==> src/rtl/mod_counter_div.sv <==
// rtl/mod_counter_div.sv - programmable modulo counter with terminal-count pulse and divided output
module mod_counter_div #(
    parameter int WIDTH    = 8,
    parameter bit SATURATE = 1'b0
) (
    input  logic             clk,
    input  logic             rst,
    input  logic             en,
    input  logic             up,
    input  logic             load,
    input  logic [WIDTH-1:0] load_val,
    input  logic [WIDTH-1:0] max_val,
    output logic [WIDTH-1:0] count,
    output logic             tc,
    output logic             div_out
);

    localparam logic [WIDTH-1:0] ZERO = '0;
    localparam logic [WIDTH-1:0] ONE  = WIDTH'(1);

    logic [WIDTH-1:0] count_nxt;
    logic             tc_nxt;
    logic             div_nxt;

    // Terminal conditions for each direction; compares avoid any overflow past max_val.
    logic up_term;
    logic dn_above;
    logic dn_term;

    assign up_term  = (count >= max_val);
    assign dn_above = (count > max_val);
    assign dn_term  = (count == ZERO);

    // Next-state selection: load beats enable, enable beats hold; tc only survives one step.
    always_comb begin
        count_nxt = count;
        tc_nxt    = 1'b0;
        div_nxt   = div_out;
        if (load) begin
            count_nxt = (load_val > max_val) ? max_val : load_val;
        end else if (en) begin
            if (up) begin
                if (up_term) begin
                    tc_nxt = 1'b1;
                    if (SATURATE) begin
                        count_nxt = max_val;
                    end else begin
                        count_nxt = ZERO;
                        div_nxt   = ~div_out;
                    end
                end else begin
                    count_nxt = count + ONE;
                end
            end else begin
                if (dn_above) begin
                    // Out-of-range after max_val was lowered: snap back into range quietly.
                    count_nxt = max_val;
                end else if (dn_term) begin
                    tc_nxt = 1'b1;
                    if (SATURATE) begin
                        count_nxt = ZERO;
                    end else begin
                        count_nxt = max_val;
                        div_nxt   = ~div_out;
                    end
                end else begin
                    count_nxt = count - ONE;
                end
            end
        end
    end

    // Output registers; every output is a flop so downstream logic sees no input glitches.
    always_ff @(posedge clk or posedge rst) begin
        if (rst) begin
            count   <= ZERO;
            tc      <= 1'b0;
            div_out <= 1'b0;
        end else begin
            count   <= count_nxt;
            tc      <= tc_nxt;
            div_out <= div_nxt;
        end
    end

endmodule

==> config.mk <==
export PLATFORM = sky130hd
export DESIGN_NAME = mod_counter_div
export DESIGN_NICKNAME = d
export VERILOG_FILES = /design/src/rtl/mod_counter_div.sv
export SDC_FILE = /design/constraint.sdc
export NUM_CORES = 1
export LEC_CHECK = 0
export BUFFER_PORTS_ARGS = -buffer_cell sky130_fd_sc_hd__buf_2
export CORE_MARGIN = 2
export CORE_UTILIZATION = 50
export DETAILED_ROUTE_END_ITERATION = 12
export PLACE_DENSITY = 0.81
export SLEW_MARGIN = 20
export SYNTH_ARGS = -nofsm -noshare
export SYNTH_HDL_FRONTEND = slang
export SYNTH_SLANG_ARGS = --single-unit
==> constraint.sdc <==
create_clock -name clk -period 2.55 [get_ports clk]
set_clock_uncertainty 0.2 [all_clocks]
set_input_delay 0.1275 -clock clk [delete_from_list [all_inputs] [get_ports clk]]
set_output_delay 0.1275 -clock clk [all_outputs]
set_load 0.01 [all_outputs]
==> results of run 1 <==
[cell families after synthesis]
logic type	after synthesis	synth area share (%)
simple gates	78	29.7
fa+ha+maj	19	16.3
xor+xnor	11	6.61
mux	2	1.46
compound gates	48	21.5
buf+inv	20	7.30
flops	10	17.2
[worst max-delay path, cell delays in order (launching register included)]
cell,delay [ns]
dfrtp_1,0.42
ha_4,0.29
nand4_1,0.17
nor2_4,0.19
a211oi_2,0.06
or3_4,0.41
or4b_1,0.53
a32oi_1,0.18
[what timing repair did]
| item | 4_1_cts | 5_1_grt |
|---|---|---|
| endpoints found under the hold margin | 11 | 0 |
| gates resized for setup | 0 | 13 |
| hold buffers | 2 | 0 |
| buffers inserted | 0 | 2 |
| endpoints found under the setup margin | 0 | 3 |
[metal layers]
metal,GRT usage (%),wire length [um],vias to the layer above
met5,0,0,-
met3,4.69,275,4
met4,5.98,25,0
met1,35.7,1820,744
li1,-,-,787
met2,43.0,2130,56
[synthesized netlist by cell type, drive strengths merged (2+ instances only)]
library cell and instances:
a211o 2, a211oi 4, a21oi 9, a31oi 6
and3 4, buf 4, clkbuf 5, dfrtp 10
ha 19, inv 11, nand2 4, nand2b 2
nand3 12, nand4 4, nor2 20, nor2b 5
nor3 10, nor3b 4, nor4 3, o211ai 2
o21ai 15, o31a 5, or2 3, or3 2
xnor2 4, xor2 7
[area by class of cell]
cell class	instances	area, um2
Clock buffer	4	36.3
Fill cell	246	880
Inverter	11	41.3
Multi-Input combinational cell	158	1210
Sequential cell	10	250
Tap cell	31	38.8
Timing Repair Buffer	49	298
[how the worst min path moves through the flow]
stage	from	slack [ns]	endpoint	depth (start not counted)
2_1_floorplan	rst	-0.23	count[0]	1
3_3_place_gp	rst	-0.07	tc	2
3_5_place_dp	rst	-0.07	tc	2
4_1_cts	load	0.01	count[0]	2
5_1_grt	load	0.02	count[0]	2
6_report	load	0.007	count[0]	2
[sequential cells by signal, summed over array words and instances (netlist names)]
| register | flops |
|---|---|
| div_out | 1 |
| count | 8 |
| tc | 1 |
[stage by stage]
step / hold slack, ns / util (%) / TNS [ns] / total power [mW] / std cells
after detailed placement: -0.0654 / 61.4 / 0 / 0.761 / 255
final: 0.00719 / 68.1 / 0 / 0.992 / 263
after global routing: 0.0205 / 68.1 / -0.0553 / 1.06 / 263
after CTS: 0.0109 / 63.5 / 0 / 0.913 / 261
after global placement: -0.0654 / 61.4 / 0 / 0.748 / 255
after floorplan: -0.232 / - / 0 / 0.581 / 188
[cells in the final DEF, fill, tap and decap left out, types with 4 or more instances in the layout]
cell type / Yosys / layout
nor3_1: 10 / 10
buf_4: 1 / 17
dfrtp_1: 10 / 10
a21oi_1: 9 / 8
o21ai_0: 14 / 14
nand3_1: 12 / 12
nand2_1: 4 / 4
xnor2_1: 4 / 4
ha_4: 0 / 7
ha_1: 19 / 12
xor2_1: 7 / 7
nor2b_1: 5 / 5
inv_1: 11 / 10
nor3b_1: 4 / 4
o31a_1: 5 / 5
a31oi_1: 6 / 6
nor2_1: 19 / 19
buf_2: 3 / 30
[power breakdown]
group          switching, mW  internal [mW]  total (mW)
Sequential            0.0295          0.191       0.221
Combinational          0.331          0.286       0.617
Clock                 0.0672         0.0870       0.154
Total                  0.428          0.564       0.992
==> impl_metrics.json, run 1 <==
{
  "status": "completed",
  "setup.worst_path.end_class": "flip-flop",
  "power.leakage_nw": 0.833,
  "io_buffer_count": 30,
  "critical_path_required_ns": 2.55,
  "maximum_number_of_pins_on_one_net_before_global_route_repair": 19,
  "ys.flop_type": "dfrtp_1",
  "startpoint": "count[2]",
  "worst_r2r_path_depth": 7,
  "ctsLongestPathBuffers": 2,
  "reg2reg_from": "count[2]",
  "timing.final.crit_period_ns": 2.52,
  "synthCells": 188,
  "floorplan.core_area_um2": 2760,
  "clock_latency_ns": 0.28,
  "global_route_wire_length_before_repair_mm": 6.81,
  "hp-class": "input port to flip-flop",
  "syn_nets": 228,
  "hold_viol_final": 0,
  "setup_repair_after_global_routing_missed_its_margin": "true",
  "dp_hpwl_mm": 3.13,
  "cap_violations": 0,
  "crit_end": "count[0]",
  "placementRows": 19,
  "total_of_warnings_raised_by_yosys": 0,
  "post_synthesis_area_per_instance_um2": 7.75,
  "postSynthRegisterBits": 10,
  "post_route_cells_drive_above_1_share_pct": 31.0,
  "place_congestion": 0.902,
  "area_share_of_the_largest_cell_type_after_synthesis_pct": 17.2,
  "design.die.area_um2": 3360,
  "drc_errors": 0,
  "chipHeight_um": 58.0,
  "final.period_utilization_pct": 98.8,
  "root_buffer": "clkbuf_4",
  "finalSetupViolCount": 0,
  "vias_post_dr": 1591,
  "tritoncts": "done",
  "clock_sink_count": 10,
  "synth_enable_flop_cells": 0,
  "arrival_ns": 2.52,
  "power-per-cell-area_nw_per_um2": 528,
  "worstPathMaxFanout": 5,
  "first_global_vias": 1500,
  "final.setup.worst_slack_ns": 0.0302,
  "detailed_place.area_um2": 1690,
  "timing_max_transition_violations_final": 0,
  "max_slew.worst_pin.slew_ns": 0.506,
  "antennaDiodeCount": 0,
  "ant_nets_after_route": 0,
  "global_route.overflow_total": 0,
  "syn_area_um2": 1460,
  "r2r_end": "count[0]",
  "worstSetupPathType": "flip-flop to flip-flop",
  "final_instance_area_um2": 1880,
  "detail_route.wl_per_cell_um": 16.2,
  "worstSetupStartpointType": "flip-flop",
  "ctsHtreeMaxLevel": 1,
  "route.detailed.vias_per_inst": 6.05,
  "slew_headroom_pct": 66.2,
  "drt_first_pass_iters": 4,
  "die_w_um": 58.0,
  "preCtsSetupSlack_ns": 0.0203,
  "vdd_drop_max_mv": 0.478,
  "timing.reg2reg.setup_slack_ns": 0.03,
  "max_freq_mhz": 397,
  "routed_wirelength_mm": 4.25,
  "clk_pin_slew_ns": 0.07,
  "violation_count_after_the_first_detailed_route_iteration": 96,
  "fraction_of_synthesis_flops_using_an_asynchronous_set_or_reset_pin_pct": 100,
  "layout.nets": 273,
  "pin_count": 31,
  "areaGrowthSynthToFinish_pct": 28.8,
  "grt.total_usage_pct": 26.1,
  "synth_top_area_cell": "dfrtp_1",
  "cts_inserted_buffers": 3,
  "top_cells_by_area_synth": "dfrtp_1 17%, ha_1 16%, nor2_1 4.9%",
  "initial_utilization_pct": 52.9,
  "yosys.cell_types.count": 47,
  "antenna_found_initial": 0,
  "synth.yosys.seq_area_share_pct": 17.2
}
Note: power is estimated with default switching activity, not from simulation.
==> run 2, diff against run 1 <==
--- a/config.mk
+++ b/config.mk
@@ -7,9 +7,9 @@
 export LEC_CHECK = 0
 export BUFFER_PORTS_ARGS = -buffer_cell sky130_fd_sc_hd__buf_2
 export CORE_MARGIN = 2
-export CORE_UTILIZATION = 50
+export CORE_UTILIZATION = 40
 export DETAILED_ROUTE_END_ITERATION = 12
-export PLACE_DENSITY = 0.81
+export PLACE_DENSITY = 0.68
 export SLEW_MARGIN = 20
 export SYNTH_ARGS = -nofsm -noshare
 export SYNTH_HDL_FRONTEND = slang
==> run 2 against run 1 <==
  * Count of clock-buffer cells in the layout did not move
  * Final area down 0.40%
  * Die area rose by 23%
  * Sequential power decreased by 2%
  * Highest routed layer unchanged
  * Critical endpoint unchanged
  * Critical path depth stayed put
  * First-iteration DRC count increased by 10%
  * Total power shrank 0.24%
  * Clock power is 3% higher
==> impl_metrics.json, run 2 (synthesis gave the netlist of run 1 again) <==
{
  "critical_path.max_stage_delay_ns": 0.52,
  "tritoncts": "done",
  "io_buffer_count": 30,
  "detailed_place.area_um2": 1710,
  "status": "completed",
  "hp-class": "input port to flip-flop",
  "global_route.overflow_total": 0,
  "die_w_um": 64.4,
  "hold_path.startpoint": "load_val[5]",
  "switching_share_pct": 43.3,
  "antenna_found_initial": 0,
  "layout.nets": 272,
  "design.die.area_um2": 4140,
  "route.detailed.vias_per_inst": 5.65,
  "timing_max_transition_violations_final": 0,
  "post_route_cells_drive_above_1_share_pct": 30.3,
  "worstSetupPathType": "flip-flop to flip-flop",
  "ctsHtreeMaxLevel": 1,
  "cpLargestDelayFamily": "simple AND/OR/NAND/NOR gates",
  "power.switching_uw": 429,
  "setup_repair_after_global_routing_missed_its_margin": "true",
  "ant_nets_after_route": 0,
  "cap_violations": 0,
  "pin_count": 31,
  "largest_register_ffs": 8,
  "power-per-cell-area_nw_per_um2": 529,
  "critical_path_required_ns": 2.55,
  "power.leakage_nw": 0.831,
  "startpoint": "count[3]",
  "cp_num_buf_inv": 0,
  "clk_pin_slew_ns": 0.08,
  "root_buffer": "clkbuf_4",
  "arrival_ns": 2.52,
  "first_global_vias": 1411,
  "violation_count_after_the_first_detailed_route_iteration": 106,
  "maximum_number_of_pins_on_one_net_before_global_route_repair": 19,
  "slew_headroom_pct": 67.5,
  "worst_r2r_path_depth": 7,
  "final.period_utilization_pct": 98.9,
  "dp_hpwl_mm": 3.25,
  "antennaDiodeCount": 0,
  "preCtsSetupSlack_ns": 0.0342,
  "vias_post_dr": 1564,
  "hold_viol_final": 0,
  "pwr-share-seq_pct": 21.9,
  "largestRegisters": "count: 8 flops, div_out: 1 flops, tc: 1 flops",
  "initial_utilization_pct": 42.7,
  "critPathSlowestCell": "or4b_4",
  "clock_latency_ns": 0.28,
  "timing.reg2reg.setup_slack_ns": 0.03,
  "global_route_wire_length_before_repair_mm": 6.96,
  "path_depth": 7,
  "worstPathMaxFanout": 4,
  "internal_power_uw": 561,
  "floorplan.core_area_um2": 3420,
  "design_power_total_uw": 990,
  "r2r_end": "count[0]",
  "timing.critical_path.cells": "ha_4, nand4_1, nor2_4, nor2b_2, or3_4, or4b_4, a32oi_1",
  "final.setup.worst_slack_ns": 0.0290,
  "clock_sink_count": 10,
  "areaGrowthSynthToFinish_pct": 28.3,
  "power.share.combinational_pct": 62.2,
  "cts_inserted_buffers": 3,
  "place_congestion": 0.807,
  "timing.final.crit_period_ns": 2.52,
  "chipHeight_um": 64.4,
  "detail_route.wl_per_cell_um": 15.5,
  "max_slew.worst_pin.slew_ns": 0.487,
  "final_instance_area_um2": 1870,
  "grt.total_usage_pct": 21.3,
  "drt_first_pass_iters": 4,
  "clock_power_share_pct": 15.9,
  "ctsLongestPathBuffers": 2,
  "crit_end": "count[0]",
  "layout_common_cells": "30 x buf_2, 19 x nor2_1, 16 x buf_4",
  "placementRows": 21,
  "routed_wirelength_mm": 4.29,
  "vdd_drop_max_mv": 0.388,
  "max_flop_register": "count",
  "num-fill-cells": 324,
  "max_freq_mhz": 397,
  "layout.cells.most_common": "buf_2",
  "drc_errors": 0,
  "setup.worst_path.end_class": "flip-flop",
  "worstSetupStartpointType": "flip-flop",
  "reg2reg_from": "count[3]",
  "finalSetupViolCount": 0
}
[run 2: cell types whose count changed in the layout (fill, tap and decap cells not counted), sizes merged]
cell  before  now
buf       47   46
[run 2: through the flow]
step | cells | util (%) | hold WS (ns) | setup TNS, ns
6_report | 277 | 54.8 | 0.00574 | 0
2_1_floorplan | 188 | - | -0.232 | 0
4_1_cts | 276 | 51.8 | 0.00665 | 0
5_1_grt | 277 | 54.8 | 0.0223 | -0.0819
3_5_place_dp | 270 | 50.1 | -0.0351 | 0
3_3_place_gp | 270 | 50.1 | -0.0476 | 0
[run 2: power groups by stage]
stage,Combinational [mW],Clock [mW],Sequential [mW]
detailed placement,0.551,0,0.214
CTS,0.557,0.160,0.210
floorplan,0.337,0,0.244
global placement,0.546,0,0.211
finish,0.615,0.158,0.217
global route,0.676,0.172,0.222
[run 2: routing by layer]
metal  GRT usage [%]  vias up  share of wire [%]
li1                -      781                  -
met1            28.9      734                 47
met2            34.9       42                 47
met3            3.70        7                4.1
met4            5.05        0                1.1
met5               0        -                  0
[run 2: layout make-up]
class | instances | area [um2] | share of cell area, %
flip-flops and latches | 10 | 250 | 13.4
multi-input cells | 158 | 1190 | 63.9
repair buffers | 48 | 290 | 15.5
well taps | 46 | 57.6 | 3.08
inverters | 11 | 41.3 | 2.21
clock buffers | 4 | 36.3 | 1.94
[run 2: worst min-delay path by stage]
| stage | to | slack (ns) | cells after the start |
|---|---|---|---|
| global route | count[5] | 0.02 | 4 |
| CTS | count[5] | 0.007 | 4 |
| finish | count[5] | 0.006 | 4 |
| global placement | tc | -0.05 | 2 |
| floorplan | count[0] | -0.23 | 1 |
| detailed placement | div_out | -0.04 | 2 |
[run 2: what timing repair did]
item | 4_1_cts | 5_1_grt
gates resized for setup | 0 | 12
buffers inserted | 0 | 1
hold buffers | 2 | 0
endpoints found under the hold margin | 11 | 0
endpoints found under the setup margin | 0 | 6
[run 2: worst min-delay path: stages]
cell and delay, ns:
buf_2 0.11, nand3_1 0.06, a31oi_1 0.08, o31a_1 0.09
